==> src/rtl/leaf_arb_pkg.sv <==
// Shared types and helpers for the leaf_node round-robin arbiter.
package leaf_arb_pkg;

  localparam int MAX_REQ = 16;
  localparam int PTR_W   = 4;
  localparam int DATA_W  = 8;

  typedef enum logic {EMPTY = 1'b0, FULL = 1'b1} leaf_arb_state_e;

  // One-hot pick of the first valid requester at or above ptr, wrapping at num.
  // Inputs are zero-extended to MAX_REQ; bits at or above num are ignored.
  function automatic logic [MAX_REQ-1:0] rr_pick(input logic [MAX_REQ-1:0] valid,
                                                 input logic [PTR_W-1:0]   ptr,
                                                 input int                 num = MAX_REQ);
    logic [MAX_REQ-1:0] pick;
    logic               found;
    logic [PTR_W-1:0]   idx;
    pick  = '0;
    found = 1'b0;
    for (int k = 0; k < MAX_REQ; k++) begin
      idx = PTR_W'((int'(ptr) + k) % num);
      if ((k < num) && !found && valid[idx]) begin
        pick[idx] = 1'b1;
        found     = 1'b1;
      end else begin
        found = found;
      end
    end
    return pick;
  endfunction

endpackage

==> src/rtl/leaf_node.sv <==
// Shared 8-bit adder leaf: y = a + B (mod 256). A, C and D are configuration
// pass-throughs that do not affect the arithmetic.
module leaf_node #(
  parameter int         A = 0,
  parameter int         B = 0,
  parameter logic [3:0] C = 4'h0,
  parameter logic       D = 1'b0
) (
  input  logic [7:0] a,
  output logic [7:0] y
);

  logic unused_cfg_s;

  assign unused_cfg_s = ^{A[0], C, D};
  assign y            = a + B[7:0];

endmodule

==> src/rtl/leaf_node_arbiter_rr_grant.sv <==
// Purely combinational round-robin grant generator.
module rr_grant
  import leaf_arb_pkg::*;
#(
  parameter  int NUM_REQ = 4,
  localparam int ID_W    = (NUM_REQ > 1) ? $clog2(NUM_REQ) : 1
) (
  input  logic [NUM_REQ-1:0] valid,
  input  logic [ID_W-1:0]    ptr,
  input  logic               enable,
  output logic [NUM_REQ-1:0] grant
);

  // Grant the first valid requester from ptr upward, or nothing when disabled.
  always_comb begin
    grant = '0;
    if (enable) begin
      grant = NUM_REQ'(rr_pick(MAX_REQ'(valid), PTR_W'(ptr), NUM_REQ));
    end else begin
      grant = '0;
    end
  end

endmodule

==> src/rtl/leaf_node_arbiter.sv <==
// Round-robin arbiter sharing one leaf_node adder among NUM_REQ requesters,
// with a single-entry tagged result register and an acceptance counter.
module leaf_node_arbiter
  import leaf_arb_pkg::*;
#(
  parameter  int         NUM_REQ = 4,
  parameter  int         A       = 0,
  parameter  int         B       = 0,
  parameter  logic [3:0] C       = 4'h0,
  parameter  logic       D       = 1'b0,
  localparam int         ID_W    = (NUM_REQ > 1) ? $clog2(NUM_REQ) : 1
) (
  input  logic                   clk,
  input  logic                   reset_n,
  input  logic [NUM_REQ-1:0]     req_valid,
  input  logic [NUM_REQ*8-1:0]   req_data,
  output logic [NUM_REQ-1:0]     req_ready,
  output logic                   rsp_valid,
  output logic [7:0]             rsp_data,
  output logic [ID_W-1:0]        rsp_id,
  input  logic                   rsp_ready,
  output logic [15:0]            txn_count
);

  leaf_arb_state_e    state_r;
  logic [ID_W-1:0]    rr_ptr_r;
  logic [7:0]         rsp_data_r;
  logic [ID_W-1:0]    rsp_id_r;
  logic [15:0]        txn_count_r;

  logic               slot_free_s;
  logic               grant_en_s;
  logic [NUM_REQ-1:0] grant_s;
  logic               accept_s;
  logic [ID_W-1:0]    grant_idx_s;
  logic [7:0]         operand_s;
  logic [7:0]         sum_s;
  logic [ID_W-1:0]    next_ptr_s;

  assign slot_free_s = (state_r == EMPTY) || rsp_ready;
  // Reset forces the grant low combinationally, independent of flop state.
  assign grant_en_s  = reset_n && slot_free_s;

  rr_grant #(
    .NUM_REQ (NUM_REQ)
  ) u_rr_grant (
    .valid  (req_valid),
    .ptr    (rr_ptr_r),
    .enable (grant_en_s),
    .grant  (grant_s)
  );

  // Grant is already qualified by req_valid, so any set bit is an acceptance.
  assign accept_s = |grant_s;

  // Encode the one-hot grant and mux the granted operand without using req_data in the grant path.
  always_comb begin
    grant_idx_s = '0;
    operand_s   = 8'h00;
    for (int i = 0; i < NUM_REQ; i++) begin
      grant_idx_s = grant_idx_s | (grant_s[i] ? ID_W'(i) : '0);
      operand_s   = operand_s | (grant_s[i] ? req_data[i*8 +: 8] : 8'h00);
    end
  end

  assign next_ptr_s = (grant_idx_s == ID_W'(NUM_REQ - 1)) ? '0 : grant_idx_s + ID_W'(1);

  leaf_node #(
    .A (A),
    .B (B),
    .C (C),
    .D (D)
  ) u_leaf_node (
    .a (operand_s),
    .y (sum_s)
  );

  // Output-slot state machine plus result, tag, priority pointer and counter updates.
  always_ff @(posedge clk or negedge reset_n) begin
    if (!reset_n) begin
      state_r     <= EMPTY;
      rr_ptr_r    <= '0;
      rsp_data_r  <= 8'h00;
      rsp_id_r    <= '0;
      txn_count_r <= 16'h0000;
    end else begin
      case (state_r)
        EMPTY: begin
          if (accept_s) state_r <= FULL;
          else          state_r <= EMPTY;
        end
        FULL: begin
          if (rsp_ready && !accept_s) state_r <= EMPTY;
          else                        state_r <= FULL;
        end
        default: state_r <= EMPTY;
      endcase
      if (accept_s) begin
        rsp_data_r  <= sum_s;
        rsp_id_r    <= grant_idx_s;
        rr_ptr_r    <= next_ptr_s;
        txn_count_r <= txn_count_r + 16'd1;
      end else begin
        rsp_data_r  <= rsp_data_r;
        rsp_id_r    <= rsp_id_r;
        rr_ptr_r    <= rr_ptr_r;
        txn_count_r <= txn_count_r;
      end
    end
  end

  assign req_ready = grant_s;
  assign rsp_valid = (state_r == FULL);
  assign rsp_data  = rsp_data_r;
  assign rsp_id    = rsp_id_r;
  assign txn_count = txn_count_r;

endmodule

==> config.mk <==
export PLATFORM = sky130hd
export DESIGN_NAME = leaf_node_arbiter
export DESIGN_NICKNAME = d
export VERILOG_FILES = /design/src/rtl/leaf_arb_pkg.sv /design/src/rtl/leaf_node.sv /design/src/rtl/leaf_node_arbiter_rr_grant.sv /design/src/rtl/leaf_node_arbiter.sv
export SDC_FILE = /design/constraint.sdc
export NUM_CORES = 1
export LEC_CHECK = 0
export ABC_AREA = 0
export CAP_MARGIN = 10
export CELL_PAD_IN_SITES_DETAIL_PLACEMENT = 0
export CELL_PAD_IN_SITES_GLOBAL_PLACEMENT = 2
export CORE_AREA = 2 2 91 93
export CTS_CLUSTER_DIAMETER = 60
export DETAILED_ROUTE_END_ITERATION = 8
export DIE_AREA = 0 0 93 95
export PLACE_DENSITY = 0.83
export SLEW_MARGIN = 20
export SYNTH_ARGS = -nofsm -noshare
export SYNTH_HDL_FRONTEND = slang
export SYNTH_SLANG_ARGS = --single-unit
==> constraint.sdc <==
create_clock -name clk -period 3.13 [get_ports clk]
set_input_delay 0.313 -clock clk [delete_from_list [all_inputs] [get_ports clk]]
set_output_delay 0.313 -clock clk [all_outputs]
set_load 0.01 [all_outputs]
After elaboration in Yosys (flattened, before gate mapping)
Cells that the tools add are included.
{"block": "op_classes", "addsub": 5, "order_cmp": 8, "eq_ne": 1, "mux": 41, "n_bitwise": 12, "reduce_logical": 18}
{"operator": "4-bit 2-to-1 mux", "count": 8}
{"operator": "8-bit 2-to-1 mux", "count": 4}
{"operator": "8-bit OR", "count": 3}
{"operator": "1-bit 2-to-1 mux", "count": 17}
{"operator": "16-bit by 1-bit adder with 16-bit output, second input constant", "count": 1}
{"operator": "4-bit by 5-bit less-than comparator with 1-bit output, second input constant", "count": 3}
{"operator": "4-bit by 1-bit greater-or-equal comparator with 1-bit output, second input constant", "count": 3}
{"operator": "4-bit OR", "count": 3}
{"operator": "1-bit binary-select mux with 3-bit select", "count": 3}
{"operator": "1-bit demux with 3-bit select", "count": 3}
{"operator": "1-bit logical AND", "count": 9}
{"operator": "2-bit 2-to-1 mux", "count": 3}
{"operator": "2-bit OR reduction", "count": 3}
{"operator": "2-bit by 5-bit less-than comparator with 1-bit output, second input constant", "count": 1}
{"operator": "2-bit by 1-bit adder with 2-bit output, second input constant", "count": 2}
{"operator": "2-bit adder, second input constant", "count": 2}
{"operator": "1-bit zero test", "count": 4}
{"operator": "4-bit OR reduction", "count": 1}
{"operator": "1-bit AND, first input constant", "count": 3}
{"operator": "1-bit binary-select mux with 2-bit select", "count": 1}
{"operator": "1-bit demux with 2-bit select", "count": 1}
{"operator": "2-bit equality test, second input constant", "count": 1}
{"operator": "2-bit by 1-bit greater-or-equal comparator with 1-bit output, second input constant", "count": 1}
{"operator": "1-bit by 2-bit OR with 2-bit output", "count": 1}
{"operator": "4 further kinds", "count": 4}
{"block": "totals", "reg_bits": 29, "in_bits": 39, "out_inout_bits": 31, "word_cells": 90}

Logic depth before layout (Yosys ltp)
Gate-level depths: netlist of run 1.
{"block": "logic_depth", "ltp_word": 21, "mapped_depth": 12, "ltp_nobuf": 9}

Cells and area by module
From an unflattened synthesis of run 1, not the netlist that was laid out.
{"block": "unflattened", "cells_unflattened": 197, "area_unflattened_um2": 1836.8}
{"mod": "leaf_node_arbiter", "n_inst": 1, "cells_each": 141, "area_per_inst_um2": 1375.1, "seq_area_each_um2": 725.7}
{"mod": "rr_grant", "n_inst": 1, "cells_each": 48, "area_per_inst_um2": 401.6, "seq_area_each_um2": 0.0}
{"mod": "leaf_node", "n_inst": 1, "cells_each": 8, "area_per_inst_um2": 60.1, "seq_area_each_um2": 0.0}

Worst setup path before layout of run 1
OpenSTA, ideal clock, no wires.
{"block": "synth_timing", "kind": "flip-flop to flip-flop", "start": "reg rr_ptr_r[0]", "end": "reg txn_count_r[12], in the netlist txn_count[12]", "setup_ns": 0.126, "arrival_ns": 2.910, "required_ns": 3.004, "setup_slack_ns": 0.094, "stages_incl_launch_ff": 13, "n_path_buf": 3, "synth_period_minus_slack_ns": 3.036, "cell_sequence": "dfrtp_1 -> buf_6 -> inv_1 -> ha_1 -> mux4_2 -> nor4b_4 -> a22oi_2 -> a31oi_2 -> or4_1 -> buf_6 -> buf_6 -> nand3_2 -> xnor2_2"}
{"block": "synth_between", "elab_chain_cells": 17, "word_cells_on_any_way": 61, "cone_classes": "add/sub: 3; order compare: 8; mux: 30; bitwise: 6; reduce/logical: 14"}
{"item": "start: declaration", "line_no": "leaf_node_arbiter.sv:26", "rtl": "logic [ID_W-1:0] rr_ptr_r;"}
{"item": "start signal: assignment", "line_no": "leaf_node_arbiter.sv:101", "rtl": "rr_ptr_r <= next_ptr_s;"}
{"item": "start signal: assignment", "line_no": "leaf_node_arbiter.sv:106", "rtl": "rr_ptr_r <= rr_ptr_r;"}
{"item": "2-bit by 1-bit adder with 2-bit output / 1-bit binary-select mux with 2-bit select (equally long branches)", "line_no": "leaf_arb_pkg.sv:21, leaf_arb_pkg.sv:22"}
{"item": "2-bit OR reduction (no line) / 1-bit 2-to-1 mux (equally long branches)"}
{"item": "1-bit AND (no line) / 1-bit 2-to-1 mux (equally long branches)"}
{"item": "4-bit by 5-bit less-than comparator with 1-bit output (implied by the code), or another cell as far along", "line_no": "leaf_arb_pkg.sv:23", "rtl": "pick[idx] = 1'b1;"}
{"item": "1-bit logical AND (implied by the code), or another cell as far along", "line_no": "leaf_arb_pkg.sv:23"}
{"item": "1-bit 2-to-1 mux (implied by the code) / 1-bit logical AND (equally long branches)", "line_no": "leaf_arb_pkg.sv:23, leaf_arb_pkg.sv:22"}
{"item": "1-bit demux with 3-bit select / 1-bit 2-to-1 mux (equally long branches)"}
{"item": "4-bit OR (no line) / 1-bit 2-to-1 mux (equally long branches)"}
{"item": "4-bit 2-to-1 mux / 1-bit zero test (equally long branches)", "line_no": "leaf_arb_pkg.sv:22", "rtl": "if ((k < num) && !found && valid[idx]) begin"}
{"item": "4-bit 2-to-1 mux / 1-bit logical AND (equally long branches)", "line_no": "leaf_node_arbiter_rr_grant.sv:17, leaf_arb_pkg.sv:22"}
{"item": "4-bit OR (no line) / 1-bit 2-to-1 mux (equally long branches)"}
{"item": "4-bit 2-to-1 mux / 1-bit 2-to-1 mux (equally long branches)", "line_no": "leaf_arb_pkg.sv:22, leaf_node_arbiter_rr_grant.sv:17"}
{"item": "4-bit 2-to-1 mux / 1-bit zero test (equally long branches)", "line_no": "leaf_node_arbiter_rr_grant.sv:17, leaf_arb_pkg.sv:22"}
{"item": "4-bit OR (no line) / 1-bit logical AND (equally long branches)"}
{"item": "4-bit 2-to-1 mux *", "line_no": "leaf_arb_pkg.sv:22"}
{"item": "4-bit 2-to-1 mux *", "line_no": "leaf_node_arbiter_rr_grant.sv:17", "rtl": "if (enable) begin"}
{"item": "4-bit OR reduction *", "line_no": "leaf_node_arbiter.sv:54", "rtl": "assign accept_s = |grant_s;"}
{"item": "end signal: assignment", "line_no": "leaf_node_arbiter.sv:102", "rtl": "txn_count_r <= txn_count_r + 16'd1;"}
{"item": "end signal: assignment", "line_no": "leaf_node_arbiter.sv:107", "rtl": "txn_count_r <= txn_count_r;"}
{"item": "end: declaration", "line_no": "leaf_node_arbiter.sv:29", "rtl": "logic [15:0] txn_count_r;"}
Every way passes the cells marked *; elsewhere a longest branch is shown, timed or not. The select of a mux whose other input is x is not followed.
A chain may end at the register's enable or synchronous reset.

Final worst setup path of run 1
{"block": "layout_timing", "start": "reg rr_ptr_r[1]", "end": "out req_ready[0]"}
{"block": "layout_between", "elab_chain_cells": 16, "word_cells_on_any_way": 60, "cone_classes": "add/sub: 3; order compare: 8; mux: 30; bitwise: 6; reduce/logical: 13"}
{"item": "2-bit by 1-bit adder with 2-bit output / 1-bit binary-select mux with 2-bit select (equally long branches)", "line_no": "leaf_arb_pkg.sv:21, leaf_arb_pkg.sv:22"}
{"item": "2-bit OR reduction (no line) / 1-bit 2-to-1 mux (equally long branches)"}
{"item": "1-bit AND (no line) / 1-bit 2-to-1 mux (equally long branches)"}
{"item": "4-bit by 5-bit less-than comparator with 1-bit output (implied by the code), or another cell as far along", "line_no": "leaf_arb_pkg.sv:23"}
{"item": "1-bit logical AND (implied by the code), or another cell as far along", "line_no": "leaf_arb_pkg.sv:23"}
{"item": "1-bit 2-to-1 mux (implied by the code) / 1-bit logical AND (equally long branches)", "line_no": "leaf_arb_pkg.sv:23, leaf_arb_pkg.sv:22"}
{"item": "1-bit demux with 3-bit select / 1-bit 2-to-1 mux (equally long branches)"}
{"item": "4-bit OR (no line) / 1-bit 2-to-1 mux (equally long branches)"}
{"item": "4-bit 2-to-1 mux / 1-bit zero test (equally long branches)", "line_no": "leaf_arb_pkg.sv:22"}
{"item": "4-bit 2-to-1 mux / 1-bit logical AND (equally long branches)", "line_no": "leaf_node_arbiter_rr_grant.sv:17, leaf_arb_pkg.sv:22"}
{"item": "4-bit OR (no line) / 1-bit 2-to-1 mux (equally long branches)"}
{"item": "4-bit 2-to-1 mux / 1-bit 2-to-1 mux (equally long branches)", "line_no": "leaf_arb_pkg.sv:22, leaf_node_arbiter_rr_grant.sv:17"}
{"item": "4-bit 2-to-1 mux / 1-bit zero test (equally long branches)", "line_no": "leaf_node_arbiter_rr_grant.sv:17, leaf_arb_pkg.sv:22"}
{"item": "4-bit OR (no line) / 1-bit logical AND (equally long branches)"}
{"item": "4-bit 2-to-1 mux *", "line_no": "leaf_arb_pkg.sv:22"}
{"item": "4-bit 2-to-1 mux *", "line_no": "leaf_node_arbiter_rr_grant.sv:17"}
{"item": "end: declaration", "line_no": "leaf_node_arbiter.sv:17", "rtl": "output logic [NUM_REQ-1:0] req_ready,"}
Marks and branches as above.

==> results of run 1 <==
## metrics by stage
stage | setup slack [ns] | hold slack [ns] | setup TNS, ns | utilization | std cells
2_1_floorplan | 0.0940 | 0.0174 | 0 | - | 157
3_3_place_gp | -0.0218 | 0.458 | -0.0346 | 0.336 | 342
3_5_place_dp | -0.0845 | 0.466 | -0.685 | 0.336 | 342
4_1_cts | -0.239 | 0.476 | -0.262 | 0.347 | 351
5_1_grt | -0.0385 | 0.495 | -0.113 | 0.358 | 355
6_report | 0.0691 | 0.458 | 0 | 0.358 | 355
## worst register-to-register path, cell delays in order, from the launching register on
cell	delay, ns
dfrtp_1	0.36
inv_2	0.06
ha_4	0.27
mux4_2	0.55
nor4b_4	0.30
buf_4	0.17
a22oi_2	0.08
a31oi_2	0.28
buf_4	0.17
buf_4	0.12
or4_4	0.17
buf_12	0.12
nand4_1	0.11
xnor2_1	0.15
## logic make-up (layout without fill, tap and decap cells)
logic type | after synthesis | count (layout)
compound gates | 37 | 37
xor+xnor | 15 | 15
fa+ha+maj | 8 | 8
buf+inv | 10 | 103
flops | 29 | 29
mux | 4 | 4
simple gates | 54 | 54
## layout make-up
cell class                 instances  area share
multi-input combinational        118       0.347
timing repair buffer              93       0.318
sequential                        29       0.256
tap                              105      0.0463
clock buffer                       5      0.0242
clock inverter                     3     0.00617
inverter                           2     0.00264
## synth_stat cells, types with 3 or more instances
cell      number  area (µm²)
nand4_1        3        18.8
xor2_1         5        43.8
a31oi_1        9        56.3
mux4_2         4        90.1
nand2_1       14        52.6
nand3_1        3        15.0
xnor2_1        8        70.1
nor3_1         3        15.0
ha_1           8         100
nand3b_1       4        30.0
a22oi_1       18         135
dfrtp_1       29         726
buf_6          4        45.0
and3_1         5        31.3
buf_2          4        20.0
nor2_1        12        45.0
## flip-flops by register name, indices dropped and copies added, names as in the netlist
signal / count
rsp_data: 8
rsp_valid: 1
rsp_id: 2
txn_count: 16
rr_ptr_r: 2
## power by group through the flow
stage / Clock [mW] / Combinational [mW] / Sequential (mW)
after global placement: 0 / 1.61 / 0.611
after CTS: 0.320 / 1.63 / 0.607
final: 0.308 / 1.76 / 0.606
after global routing: 0.341 / 1.93 / 0.625
after detailed placement: 0 / 1.62 / 0.614
after floorplan: 0 / 0.922 / 0.661
## how the worst max path moves through the flow
stage / slack, ns / to / startpoint
6_report: 0.07 / req_ready[0] / rr_ptr_r[1]
3_5_place_dp: -0.08 / req_ready[0] / req_valid[3]
3_3_place_gp: -0.02 / req_ready[0] / req_valid[3]
5_1_grt: -0.04 / req_ready[0] / rr_ptr_r[1]
2_1_floorplan: 0.09 / txn_count[12] / rr_ptr_r[0]
4_1_cts: -0.24 / req_ready[0] / rr_ptr_r[1]
## timing repair
item	4_1_cts	5_1_grt
setup endpoints to repair	4	28
resized for setup	4	11
setup buffers	1	4
pin swaps	3	4
cloned	0	1
## routing by layer
| metal | GRT usage | routed length [µm] |
|---|---|---|
| met1 | 0.129 | 2050 |
| met2 | 0.193 | 2420 |
| met3 | 0.0367 | 317 |
| met4 | 0.0294 | 34 |
| met5 | 0 | 0 |
==> results.md, run 1 <==
* Layout Skew at between 0.007 and 0.008 ns
* Seq pwr share at 0.227
* Slowest cell on crit path: mux4_2
* Clock Path Buffers at 2
* Die width at 93 µm
* Switching Share at 0.396
* RSZ-0062 raised after global routing: true
* Worst path cell trace: inv_2 > ha_4 > mux4_2 > nor4b_4 > buf_4 > a22oi_2 > a31oi_2 > buf_4 > buf_4 > dlymetal6s2s_1
* Detailed Place HPWL at about 3700 µm
* Adder-cell share of the synthesized area at 0.0573
* Most frequent cells in the layout: clkdlybuf4s50_1 (65), dfrtp_1 (29), buf_4 (20)
* Count of maximum capacitance violations at 0
* # port buffers at 69
* Top FF cell, synth: dfrtp_1
* DR iter-0 viols at 41
* WP buf/inv at 5
* R2R setup slack at 0.14 ns
* WHS Path Cells at 1
* Routed Antenna Nets at 0
* Share of cells above drive strength 1 at 0.224
* Post-synth EDFFs at 0
* Synth Area in Compound Gates at 0.173
* Area of the core at 0.00793 mm²
* Area Overhead vs Synth at 62.5%
* # rows at 33
* Tot GR Track Use at 0.110
* Syn Inst Count at 157
* Yosys reg bits at 29
* Dpl cell area at ~0.0027 mm²
* Drt via density at around 4.4
* Nature of the critical path startpoint: flop
* Post-synthesis area per instance at ~11 µm²
* Pin count of the biggest net entering global routing at 30
* Lkg Pwr at 1.19 nW
* Hold-fix buffers at CTS at 0
* First-pass GRT wire length at 7460 µm
* FF/Latch Area at 726 µm²
* I/O Pins at 70
* Peak supply drop at around 420 µV
* Worst path top cell family by delay: buffers and inverters
* Endpoints failing hold at 0
* Internal at 1.62 mW
* H-tree depth at 2
* Max incr delay on CP at 0.55 ns
* Critical Path Sink Type: primary output
* Reg clk slew, reported paths at 0.07 ns
* Initial Utilization at 0.220
* Die area at roughly 0.0088 mm²
* Outcome: finished clean
* Antenna violations before repair at 0
* Setup CP Type: reg2out
* Levels on crit path at 10
* Post-Layout Inst Area at 0.00284 mm²
* Launching point of the worst reg2reg path: rr_ptr_r[1]
* Post-synth ARST share at 1.00
* Cell repeated most along the worst path: buf_4
* WL/cell at about 14 µm
* WHS Endpoint: txn_count[15]
* Worst R2R Path Depth at 13
* Commonest non-fill, non-tap cell in the layout: clkdlybuf4s50_1
* Worst-margin pin slew at 0.530 ns
* F_max at 327 MHz
* Hold crit path type: reg2reg
* Vias post-DR at 1565
* # setup viols final at 0
* Num CTS Buffers at 5
* Clk pwr share at 0.115
* Data required, critical path at around 2.8 ns
* Netlist cell types at 34
* Hold Path Origin: txn_count[15]
* Routed WL at 4830 µm
* Seq/Total Area, Yosys at 0.415
* Synth warn at 0
* Die outline height at 95 µm
* DRC Markers at 0
* Post-Synth XOR/XNOR Area at 0.0838
* Slew HR at 0.644
* TritonCTS clock tree: built
* Post-synthesis instance area at between 0.0015 and 0.002 mm²
* Pwr Total at between 2 and 3 mW
* Main combinational cell family by area after synthesis: simple AND/OR/NAND/NOR gates
* Sw Pwr at between 1 and 1.5 mW
* Clock latency on the worst-skew pair at 0.28 ns
* Layout Nets at 296
* Initial DRT Pass Iterations at 4
* Post-synthesis mux area share at 0.0515
* GPL Wtd Cong at 0.739
* Gr ovfl total at 0
* CP Max Fanout at 3
* Fill cell count at 813
* Post-synthesis simple-gate area fraction at 0.178
* Multi-input gate area at ~990 µm²
* # diodes at 0
* Fin crit share at 0.978
* RR Endpoint: txn_count[4]
* Arrival @ worst endpoint at around 2.8 ns
* Gate power share at 0.659
* Clock sink total at 29
* Vias in the first global route at 1534
* Syn nets at between 200 and 250
* Tmin final at 3.06 ns
* Pwr Density at between 900 and 1000 mW/mm²
* Root buffer cell: clkbuf_8
* Slew Viols, Final at 0
Note: power is estimated with default switching activity, not from simulation.
==> run 2: changes to the inputs <==
--- a/config.mk
+++ b/config.mk
@@ -11,7 +11,9 @@
 export CELL_PAD_IN_SITES_GLOBAL_PLACEMENT = 2
-export CORE_AREA = 2 2 91 93
+export CORE_AREA = 2 2 89 91
+export CTS_BUF_LIST = sky130_fd_sc_hd__clkbuf_4 sky130_fd_sc_hd__clkbuf_8
 export CTS_CLUSTER_DIAMETER = 60
 export DETAILED_ROUTE_END_ITERATION = 8
-export DIE_AREA = 0 0 93 95
-export PLACE_DENSITY = 0.83
+export DIE_AREA = 0 0 91 93
+export GPL_TIMING_DRIVEN = 0
+export PLACE_DENSITY = 0.85
 export SLEW_MARGIN = 20
--- a/constraint.sdc
+++ b/constraint.sdc
@@ -3,2 +3,2 @@
 set_output_delay 0.313 -clock clk [all_outputs]
-set_load 0.01 [all_outputs]
+set_load 0.1 [all_outputs]
==> results.md, run 2 (synthesis gave the netlist of run 1 again) <==
* Layout Nets at 305 (+3.0%)
* FF/Latch Area at 727 µm² (+0.17%)
* R2R setup slack at 0.01 ns (-0.13 ns)
* CP Max Fanout at 5 (+2)
* Data required, critical path at 2.82 ns (about the same)
* Initial Utilization at 0.232 (+0.0117)
* Critical Path Sink Type: primary output
* I/O Pins at 70 (unchanged)
* Max incr delay on CP at 0.57 ns (+0.02 ns)
* TritonCTS clock tree: built
* Pin count of the biggest net entering global routing at 31 (+3.3%)
* Routed Antenna Nets at 0 (unchanged)
* Tot GR Track Use at 0.124 (+0.0141)
* H-tree depth at 2 (unchanged)
* Most frequent cells in the layout: clkdlybuf4s50_1 (64), dfrtp_1 (28), buf_4 (25)
* F_max at 317 MHz (-2.9%)
* GR Util met2 at 0.223 (+0.0302)
* Routed WL at 5240 µm (+8.6%)
* Worst path cell trace: buf_6 > clkinvlp_4 > ha_4 > mux4_2 > nor4b_4 > buf_4 > a22oi_2 > a31oi_4 > buf_8 > buf_12
* Layout Skew at 0.00710 ns (-0.000769 ns)
* Area Overhead vs Synth at 72.4%
* Nature of the critical path startpoint: flop
* RSZ-0062 raised after global routing: true
* Launching point of the worst reg2reg path: rr_ptr_r[0]
* Setup CP Type: reg2out
* Hold crit path type: in2async
* WL/cell at 14.5 µm (+6.8%)
* Arrival @ worst endpoint at 2.84 ns (+0.09 ns)
* Slew Viols, Final at 0 (unchanged)
* Fin crit share at 1.01 (+0.0289)
* Reg clk slew, reported paths at 0.07 ns (about the same)
* Commonest non-fill, non-tap cell in the layout: clkdlybuf4s50_1
* Drt via density at 4.51 (+2.4%)
* Die area at 0.00846 mm² (-4.2%)
* Share of cells above drive strength 1 at 0.282 (+0.0579)
* Clock latency on the worst-skew pair at 0.27 ns (about the same)
* # diodes at 0 (unchanged)
* Initial DRT Pass Iterations at 4 (unchanged)
* Multi-input gate area at 0.00103 mm² (+4.4%)
* Die width at 91 µm (-2.2%)
* Slew HR at 0.321 (-0.322)
* Max reg flops at 16 (unchanged)
* Vias post-DR at 1629 (+4.1%)
* DRC Markers at 0 (unchanged)
* Num CTS Buffers at 5 (unchanged)
* Worst R2R Path Depth at 13 (unchanged)
* Slowest cell on crit path: mux4_2
* Gr busiest metal: met2
* First-pass GRT wire length at 8290 µm (+11%)
* Detailed Place HPWL at 3530 µm (-5.5%)
* GR Util met3 at 0.0379 (+0.00116)
* RR Endpoint: rsp_data[1]
* Outcome: finished, violations left
* Worst-margin pin slew at 1.01 ns (+0.484 ns)
* Root buffer cell: clkbuf_8
* Clock sink total at 29 (unchanged)
* Crit path setup slack, layout at -0.0214 ns (-0.0905 ns)
* Placed cells at 328 (-4.1%)
* Count of maximum capacitance violations at 0 (unchanged)
* # setup viols final at 1 (+1)
* Vias in the first global route at 1651 (+7.6%)
* # port buffers at 69 (unchanged)
* Post-Layout Inst Area at 0.00301 mm² (+6.1%)
* # rows at 32 (-3.0%)
* GR Util met1 at 0.147 (+0.0185)
* DR iter-0 viols at 29 (-29%)
* Clock Path Buffers at 2 (unchanged)
* Antenna violations before repair at 0 (unchanged)
* Area of the core at 0.00753 mm² (-5.1%)
* Tmin final at 3.15 ns (+0.0905 ns)
* Fill cell count at 753 (-7.4%)
* Endpoints failing hold at 0 (unchanged)
* Fin cells at 361 (+1.7%)
* Hold-fix buffers at CTS at 0 (unchanged)
* Failing checks: negative setup slack
* GPL Wtd Cong at 0.786 (+6.3%)
* Gr ovfl total at 0 (unchanged)
* Dpl cell area at 0.00257 mm² (-3.3%)
* Die outline height at 93 µm (-2.1%)
-- run 2: cell count changes in the layout (fill, tap and decap cells not counted), sizes merged --
| cell | before | now |
|---|---|---|
| dlygate4sd2 | 2 | 0 |
| buf | 23 | 38 |
| clkdlybuf4s50 | 65 | 64 |
| inv | 2 | 1 |
| dlymetal6s2s | 1 | 0 |
| clkinv | 2 | 1 |
-- run 2: area by class of cell --
type / count / area share
plain buffers: 8 / 0.0341
clock inverters: 1 / 0.00166
flip-flops and latches: 29 / 0.241
well taps: 102 / 0.0424
multi-input cells: 118 / 0.342
repair buffers: 94 / 0.303
inverters: 2 / 0.00374
clock buffers: 7 / 0.0320
-- run 2: worst max-delay path by stage --
| stage | start | endpoint | slack [ns] | cells after the start |
|---|---|---|---|---|
| after floorplan | rr_ptr_r[0] | rr_ptr_r[1] | 0.02 | 10 |
| after global placement | reset_n | req_ready[1] | -1.38 | 5 |
| after detailed placement | rr_ptr_r[0] | req_ready[1] | -1.18 | 9 |
| after CTS | rr_ptr_r[0] | req_ready[1] | -0.03 | 9 |
| after global routing | rr_ptr_r[0] | req_ready[1] | -0.12 | 10 |
| final | rr_ptr_r[0] | req_ready[1] | -0.02 | 10 |
-- run 2: critical path: cells and delay by family (launching register included) --
kind                     cells  cell delay [ns]
buffers and inverters        5             0.71
AND/OR/NAND/NOR              1             0.26
AO/OA/AOI/OAI                2             0.38
multiplexers                 1             0.57
adder cells (fa/ha/maj)      1             0.29
flip-flops                   1             0.36
-- run 2: routing by layer --
layer  vias up  wire length (µm)
met5         -                 0
met4         0                21
met3         2               293
met2        57              2680
met1       781              2240
li1        789                 -
-- run 2: timing repair --
| action | 4_1_cts | 5_1_grt |
|---|---|---|
| setup buffers | 16 | 9 |
| gates resized for setup | 46 | 11 |
| endpoints found under the setup margin | 31 | 25 |
| pin swaps | 8 | 6 |
| endpoints found under the hold margin | 0 | 0 |
-- run 2: metrics by stage --
step	TNS [ns]	setup WS, ns	hold slack [ns]	utilization
after detailed placement	-10.07	-1.18	0.407	0.342
after floorplan	0	0.0228	0.0174	-
after CTS	-0.0612	-0.0320	0.0992	0.384
after global placement	-17.67	-1.38	0.460	0.342
after global routing	-1.77	-0.124	0.132	0.400
final	-0.0214	-0.0214	0.0643	0.400
Power of run 2 is left out: the tool's default activity adds up to more than one toggle a clock period on the data nets, which glitch-free logic cannot reach.
==> run 3: changes to the inputs <==
Settings changed: CAP_MARGIN 10 to not set.
==> results of run 3 <==
No change in the layout: final DEF, timing and power equal those of run 2.
Power of run 3 is left out for the same reason.
